===== config.mk =====
export PLATFORM = sky130hd
export DESIGN_NAME = dac_spi_master
export DESIGN_NICKNAME = d
export VERILOG_FILES = /design/src/rtl/dac_spi_master.sv
export SDC_FILE = /design/constraint.sdc
export NUM_CORES = 1
export LEC_CHECK = 0
export CAP_MARGIN = 20
export CORE_UTILIZATION = 30
export CTS_CLUSTER_SIZE = 20
export DETAILED_ROUTE_END_ITERATION = 10
export PLACE_DENSITY = 0.57
export SLEW_MARGIN = 20
export SYNTH_ARGS = -nofsm -noshare
export SYNTH_HDL_FRONTEND = slang
export SYNTH_SLANG_ARGS = --single-unit

===== constraint.sdc =====
create_clock -name clock -period 2.3 [get_ports clock]
set_input_delay 0.23 -clock clock [delete_from_list [all_inputs] [get_ports clock]]
set_output_delay 0.23 -clock clock [all_outputs]
set_load 0.005 [all_outputs]

===== src/rtl/dac_spi_master.sv =====
// Per-DAC SPI transmitter: pops one word per frame from the channel FIFO and
// shifts it MSB first on SCLK/MOSI, framed by active-low SYNC_n.
module dac_spi_master #(
  parameter int unsigned CLK_DIV = 4,
  parameter int unsigned CS_GAP  = 2,
  parameter int unsigned WORD_W  = 24
) (
  input  logic              clock,
  input  logic              reset,
  input  logic              start_transmit,
  input  logic [WORD_W-1:0] fifo_rdata,
  input  logic              fifo_empty,
  output logic              fifo_read,
  output logic              busy,
  output logic              frame_done,
  output logic              spi_sclk,
  output logic              spi_mosi,
  output logic              spi_sync_n
);

  localparam int unsigned DIV_W = $clog2(CLK_DIV + 1);
  localparam int unsigned BIT_W = $clog2(WORD_W + 1);
  localparam int unsigned GAP_W = 8;

  localparam logic [DIV_W-1:0] DIV_LAST = DIV_W'(CLK_DIV - 1);
  localparam logic [BIT_W-1:0] BIT_LAST = BIT_W'(WORD_W - 1);
  localparam logic [GAP_W-1:0] GAP_LAST = GAP_W'(CS_GAP - 1);

  typedef enum logic [2:0] {
    S_IDLE  = 3'd0,
    S_POP   = 3'd1,
    S_LOAD  = 3'd2,
    S_SHIFT = 3'd3,
    S_HOLD  = 3'd4,
    S_GAP   = 3'd5
  } state_t;

  state_t              state_q, state_d;
  logic [WORD_W-1:0]   shift_q, shift_d;
  logic [DIV_W-1:0]    div_q, div_d;
  logic [BIT_W-1:0]    bit_q, bit_d;
  logic [GAP_W-1:0]    gap_q, gap_d;
  logic                fifo_read_d;
  logic                frame_done_d;
  logic                sclk_d;
  logic                mosi_d;
  logic                sync_n_d;

  // Anything past IDLE owns a popped word, so busy covers the pop cycle too.
  assign busy = (state_q != S_IDLE);

  // State and registered outputs.
  always_ff @(posedge clock) begin
    if (reset) begin
      state_q    <= S_IDLE;
      shift_q    <= '0;
      div_q      <= '0;
      bit_q      <= '0;
      gap_q      <= '0;
      fifo_read  <= 1'b0;
      frame_done <= 1'b0;
      spi_sclk   <= 1'b0;
      spi_mosi   <= 1'b0;
      spi_sync_n <= 1'b1;
    end else begin
      state_q    <= state_d;
      shift_q    <= shift_d;
      div_q      <= div_d;
      bit_q      <= bit_d;
      gap_q      <= gap_d;
      fifo_read  <= fifo_read_d;
      frame_done <= frame_done_d;
      spi_sclk   <= sclk_d;
      spi_mosi   <= mosi_d;
      spi_sync_n <= sync_n_d;
    end
  end

  // Next-state and next-output logic.
  always_comb begin
    state_d      = state_q;
    shift_d      = shift_q;
    div_d        = div_q;
    bit_d        = bit_q;
    gap_d        = gap_q;
    fifo_read_d  = 1'b0;
    frame_done_d = 1'b0;
    sclk_d       = spi_sclk;
    mosi_d       = spi_mosi;
    sync_n_d     = spi_sync_n;

    unique case (state_q)
      S_IDLE: begin
        if (start_transmit && !fifo_empty) begin
          fifo_read_d = 1'b1;
          state_d     = S_POP;
        end
      end

      S_POP: begin
        state_d = S_LOAD;
      end

      S_LOAD: begin
        shift_d  = fifo_rdata;
        mosi_d   = fifo_rdata[WORD_W-1];
        sync_n_d = 1'b0;
        div_d    = '0;
        bit_d    = '0;
        state_d  = S_SHIFT;
      end

      S_SHIFT: begin
        if (div_q == DIV_LAST) begin
          div_d  = '0;
          sclk_d = ~spi_sclk;
          // Falling toggle: the DAC has just sampled the current bit.
          if (spi_sclk) begin
            bit_d = bit_q + BIT_W'(1);
            if (bit_q == BIT_LAST) begin
              state_d = S_HOLD;
            end else begin
              shift_d = {shift_q[WORD_W-2:0], 1'b0};
              mosi_d  = shift_q[WORD_W-2];
            end
          end
        end else begin
          div_d = div_q + DIV_W'(1);
        end
      end

      S_HOLD: begin
        if (div_q == DIV_LAST) begin
          div_d        = '0;
          sync_n_d     = 1'b1;
          frame_done_d = 1'b1;
          mosi_d       = 1'b0;
          gap_d        = '0;
          state_d      = S_GAP;
        end else begin
          div_d = div_q + DIV_W'(1);
        end
      end

      S_GAP: begin
        if (gap_q == GAP_LAST) begin
          gap_d   = '0;
          state_d = S_IDLE;
        end else begin
          gap_d = gap_q + GAP_W'(1);
        end
      end

      default: begin
        state_d = S_IDLE;
      end
    endcase
  end

endmodule


---- Yosys cells after proc, flatten, opt, wreduce, memory -nomap -nowiden ----
Cells that the tools add are included.
operators by class
  add/sub/neg operators ................... 3
  equal/unequal tests ..................... 15
  multiplexer cells ....................... 28
  bitwise logic cells ..................... 3
  reduce and logical (&&, ||, !) cells .... 19
operators with widths
  operator                                                                count
  23-bit two-way mux                                                      3
  23-bit one-hot mux with 2 select lines                                  1
  3-bit two-way mux                                                       7
  3-bit one-hot mux with 6 select lines                                   1
  8-bit two-way mux                                                       2
  8-bit one-hot mux with 2 select lines                                   1
  2-bit != test (second input constant)                                   7
  5-bit two-way mux                                                       2
  5-bit one-hot mux with 2 select lines                                   1
  3-bit by 2-bit equality test with 1-bit output (second input constant)  3
  8-bit by 1-bit adder with 8-bit output (second input constant)          1
  8-bit by 1-bit equality test with 1-bit output (second input constant)  1
  2-bit nonzero test                                                      4
  1-bit two-way mux                                                       7
  3-bit equality test (second input constant)                             2
  3-bit one-hot mux with 2 select lines                                   1
  2-bit AND reduction                                                     3
  6-bit AND reduction                                                     1
  3-bit nonzero test                                                      2
  2-bit OR reduction                                                      3
  5-bit by 1-bit adder with 5-bit output (second input constant)          1
  5-bit equality test (second input constant)                             1
  5-bit AND reduction                                                     1
  4-bit AND reduction                                                     1
  other kinds (9)                                                         11
word-level totals
  flip-flop bits (word level) ............. 47
  input port bits ......................... 28
  output and inout bits ................... 6
  logic and storage cells ................. 78

---- Longest topological paths before layout ----
  depth in word-level cells ............... 5
  gate-level depth with buffers ........... 7
  mapped depth without buffers ............ 6

---- Least setup slack after synthesis ----
Ideal clock, no wire load.
  path kind ............................... register -> register
  from .................................... register div_q[0]
  to ...................................... register spi_mosi
  setup time .............................. 0.071 ns
  arrival ................................. 1.580 ns
  data required time ...................... 2.229 ns
  path slack .............................. 0.650 ns
  cell stages (with the launch flop) ...... 6
  buffers on the path ..................... 0
  clock period less this slack ............ 1.650 ns
  cells stage by stage .................... dfxtp_1 -> ha_1 -> nor2b_1 -> o22ai_1 -> or4_1 -> a21oi_1
on the way
  cells in the longest elaborated chain, start to end .. 3
  elaborated cells between the ends (all ways) .. 4
  those cells by class .................... eq/ne: 3; reduce/logical: 1
ends and longest elaborated chain
  what                                                RTL line  text
  from (decl)                                         40        logic [DIV_W-1:0] div_q, div_d;
  from (signal assigned)                              68        div_q <= div_d;
  3-bit by 2-bit equality test with 1-bit output (*)  114, 133
  2-bit != test (no line)                             -
  5-bit AND reduction (no line) (*)                   -
  to (signal assigned)                                74        spi_mosi <= mosi_d;
  to (decl)                                           17        output logic spi_mosi,
Every way passes the cells marked *; elsewhere a longest branch is shown, timed or not.
A chain may end at the register's enable or synchronous reset.

---- Final worst setup path ----
Ends and elaborated chain as after synthesis.

==> impl_results.md <==
* Run status: finished, final reports clean
* Leak pwr at 0.9892 nW
* Setup TNS Final at 0 ns
* Library cell with the largest summed area after synthesis: sky130_fd_sc_hd__dfxtp_1
* Layout overhead on the synthesized area at 22.21%
* Area of the die at between 0.008 and 0.009 mm2
* Final count of hold timing violations at 0
* ANT nets after route at 0
* Final layout net count at approximately 340
* Vias in the first global route at about 2100
* Clock latency of the later-clocked register in the worst-skew pair at 0.30 ns
* Synthesized instance count at between 200 and 300
* Origin of the worst min-delay path: div_q[2]
* Final worst clock skew at between 0.006 and 0.007 ns
* Hold/Removal Path Class: reg -> reg
* Number of placement rows at 31
* Final cell count without fillers at around 400
* Die extent in x at approximately 90 um
* Number of clock sinks at 47
* Mapped cell area at ~0.0024 mm2
* Vias/cell at approximately 5.3
* Dpl hpwl at approximately 3800 um
* Cells along the critical path: ha_1 > nor2b_1 > o22ai_1 > or4_1 > a21oi_1
* Post-Route Utilization at about two fifths
* Clock tree from TritonCTS: built
* Root Buffer: sky130_fd_sc_hd__clkbuf_8
* Fin crit share at a little under nine tenths
* Number of buffers created by CTS at 5
* Number of cell instances on the worst register-to-register path at 5
* Category of the worst setup path capture point: flop
* Gp weighted congestion at 0.7696
* Number of placed instances, taps included at slightly above 400
* Actual transition at the worst max-transition pin at around 0.64 ns
* Slew Limit Fails at 0
* Maximum number of pins on one net before global-route repair at 47
* Top cells by count, synth: 47 x sky130_fd_sc_hd__dfxtp_1, 41 x sky130_fd_sc_hd__a21oi_1, 26 x sky130_fd_sc_hd__a311oi_1, 26 x sky130_fd_sc_hd__nand2_1, 25 x sky130_fd_sc_hd__nand3_1
* CTS Hold Bufs at 0
* First-pass GRT wire length at ~9600 um
* Slew Limit Headroom at a little under three fifths
* Highest clock frequency the design can meet at 506.0 MHz
* Slowest Stage Delay on Critical Path at between 0.5 and 0.6 ns
* Sequential cell area fraction in the yosys report at 39.96%
* Die height at about 91 um
* Type of the setup path with the least slack: reg -> reg
* Layout cell share with drive strength beyond 1 at about 6.7%
* Core footprint at between 0.007 and 0.008 mm2
* Fraction of registers with async set/reset at 0%
* Terminus of the critical flop-to-flop path: spi_mosi
* Slowest cell on crit path: sky130_fd_sc_hd__or4_1
* Count of flip-flops with a built-in enable after synthesis at 0
* Most frequently used cell type in the post-synthesis netlist: sky130_fd_sc_hd__dfxtp_1
* Number of nets in the synthesized netlist at ~320
* Max FO, Critical Path at 7
* Critical register-to-register path startpoint: div_q[0]
* Final Power at 2.630 mW
* Unrepaired setup endpoints after global routing: no
* Detailed-route DRC error count at 0
* Cells taking the most area after synthesis: sky130_fd_sc_hd__dfxtp_1 40%, sky130_fd_sc_hd__a311oi_1 9.7%, sky130_fd_sc_hd__a21oi_1 8.7%
* Maxcap violations at 0
* Number of warnings printed during yosys synthesis at 0
* Number of antenna violations at the first check in global routing at 0
* Number of instances on the worst hold path at 2
* Number of synthesized register bits at 47
* Gr usage total at about 14%
* Wire length per cell at roughly 14 um
* Maximum resistive drop on vdd at ~0.00036 V
* Fraction of synthesized cell area taken by the top area cell type at between 30 and 40%
* Total of buffers placed on input and output ports at 33
* Detailed-router iteration count before antenna repair at 4
* Final setup violation count at 0
* CP delay by family, top: simple AND/OR/NAND/NOR gates
* Post-detailed-routing wire length at between 5000 and 6000 um
* Post-placement worst setup slack at roughly 0.37 ns
* Dominant synthesized flop cell: sky130_fd_sc_hd__dfxtp_1
* Startpoint Class: flop
* Clock-pin slew of the registers on the worst-case setup and hold paths at around 0.09 ns
* Worst path bufs/invs at 0
* Leftover overflow at the end of global routing at 0
* Worst hold path endpoint: div_q[2]
* Starting utilization of the core area at around a third
* Total via count after detailed routing at ~2200
* H-Tree Level Count at 2
* Number of buffers on the longest clock path at 2
* Critical path data required time at about 2.5 ns
* Initial drt markers at 123
* Reg2Reg Setup Slack at 0.32 ns
* Postcts setup bufs at 0
* Antenna Diode Count at 0
* Cell Pwr Density at 913.8 mW/mm2
* Post-CTS sizing at 0
* Data arrival time of the critical path at between 2 and 2.5 ns
* Post-synthesis cell type count at 48
* Setup ws final at 0.3239 ns
* Min Tclk post-route at 1.976 ns
* Average footprint of a synthesized cell at 8.233 um2
* Fillcell total at just under 800
* Ports placed on the boundary at 34
kinds of logic (layout without fill, tap and decap cells):
logic type	after synthesis	count (layout)	share of synthesized area, %
AND/OR/NAND/NOR	104	104	23.17
flip-flops	47	47	39.96
multiplexers	1	1	0.4251
AO/OA/AOI/OAI	96	96	27.15
XOR/XNOR	4	4	1.488
adder cells (fa/ha/maj)	4	4	2.125
buffers and inverters	30	57	5.686
worst max-delay path by stage:
stage | end | cells after the start | startpoint
after floorplan | spi_mosi | 5 | div_q[0]
after global placement | spi_mosi | 5 | div_q[0]
after detailed placement | spi_mosi | 5 | div_q[0]
after CTS | busy | 3 | state_q[2]
after global routing | spi_mosi | 5 | div_q[0]
final | spi_mosi | 5 | div_q[0]
per-layer routing:
metal,track usage [%],up-vias,share of wire (%)
li1,-,1126,-
met1,19.29,1016,51
met2,21.97,26,45
met3,2.778,5,3.0
met4,4.032,0,0.86
met5,0,-,0
through the flow:
step | instance area (um2) | hold slack, ns
after floorplan | 2355 | 0.3935
after CTS | 2878 | 0.4797
after detailed placement | 2796 | 0.4691
after global placement | 2796 | 0.4624
final | 2878 | 0.4858
after global routing | 2878 | 0.5070
cell type report:
class                           instances  area (um2)  share of cell area (%)
Clock buffer                            7       76.32                   2.652
Tap cell                               99       123.9                   4.304
Multi-Input combinational cell        209        1287                   44.74
Sequential cell                        47       940.9                   32.70
Inverter                                5       18.77                  0.6522
Timing Repair Buffer                   44       425.4                   14.78
Clock inverter                          1       5.005                  0.1739
flip-flops by register name, indices dropped and copies added, names as in the netlist:
signal / count
bit_q: 5
div_q: 3
fifo_read: 1
frame_done: 1
gap_q: 8
shift_q: 23
spi_mosi: 1
spi_sclk: 1
spi_sync_n: 1
state_q: 3
where the power goes:
group	total, mW	switching (mW)	internal, mW	leakage, nW
combinational	1.03	0.597	0.433	0.565
clock	0.486	0.272	0.214	0.0422
sequential	1.11	0.132	0.982	0.382
worst reg2reg max path: cells and delay by family (launching register included):
family | cells | cell delay (ns)
flip-flops | 1 | 0.36
AO/OA/AOI/OAI | 2 | 0.40
adder cells (fa/ha/maj) | 1 | 0.26
AND/OR/NAND/NOR | 2 | 0.89
placed cells by master, fill, tap and decap left out, drive strengths merged, types with 2 or more instances in the layout:
cell type | synthesis | final
a2111oi | 2 | 2
a211oi | 3 | 3
a21oi | 42 | 42
a311oi | 26 | 26
and2 | 2 | 2
and2b | 2 | 2
and3 | 4 | 4
buf | 14 | 11
clkbuf | 11 | 7
clkdlybuf4s50 | 0 | 33
dfxtp | 47 | 47
ha | 4 | 4
inv | 5 | 5
nand2 | 26 | 26
nand2b | 7 | 7
nand3 | 25 | 25
nand3b | 3 | 3
nand4 | 3 | 3
nor2 | 12 | 12
nor2b | 5 | 5
nor3 | 3 | 3
o21ai | 8 | 8
o22ai | 4 | 4
o31ai | 2 | 2
or3 | 3 | 3
or4 | 2 | 2
xnor2 | 4 | 4
No activity file was read; power rests on OpenSTA's default activity.
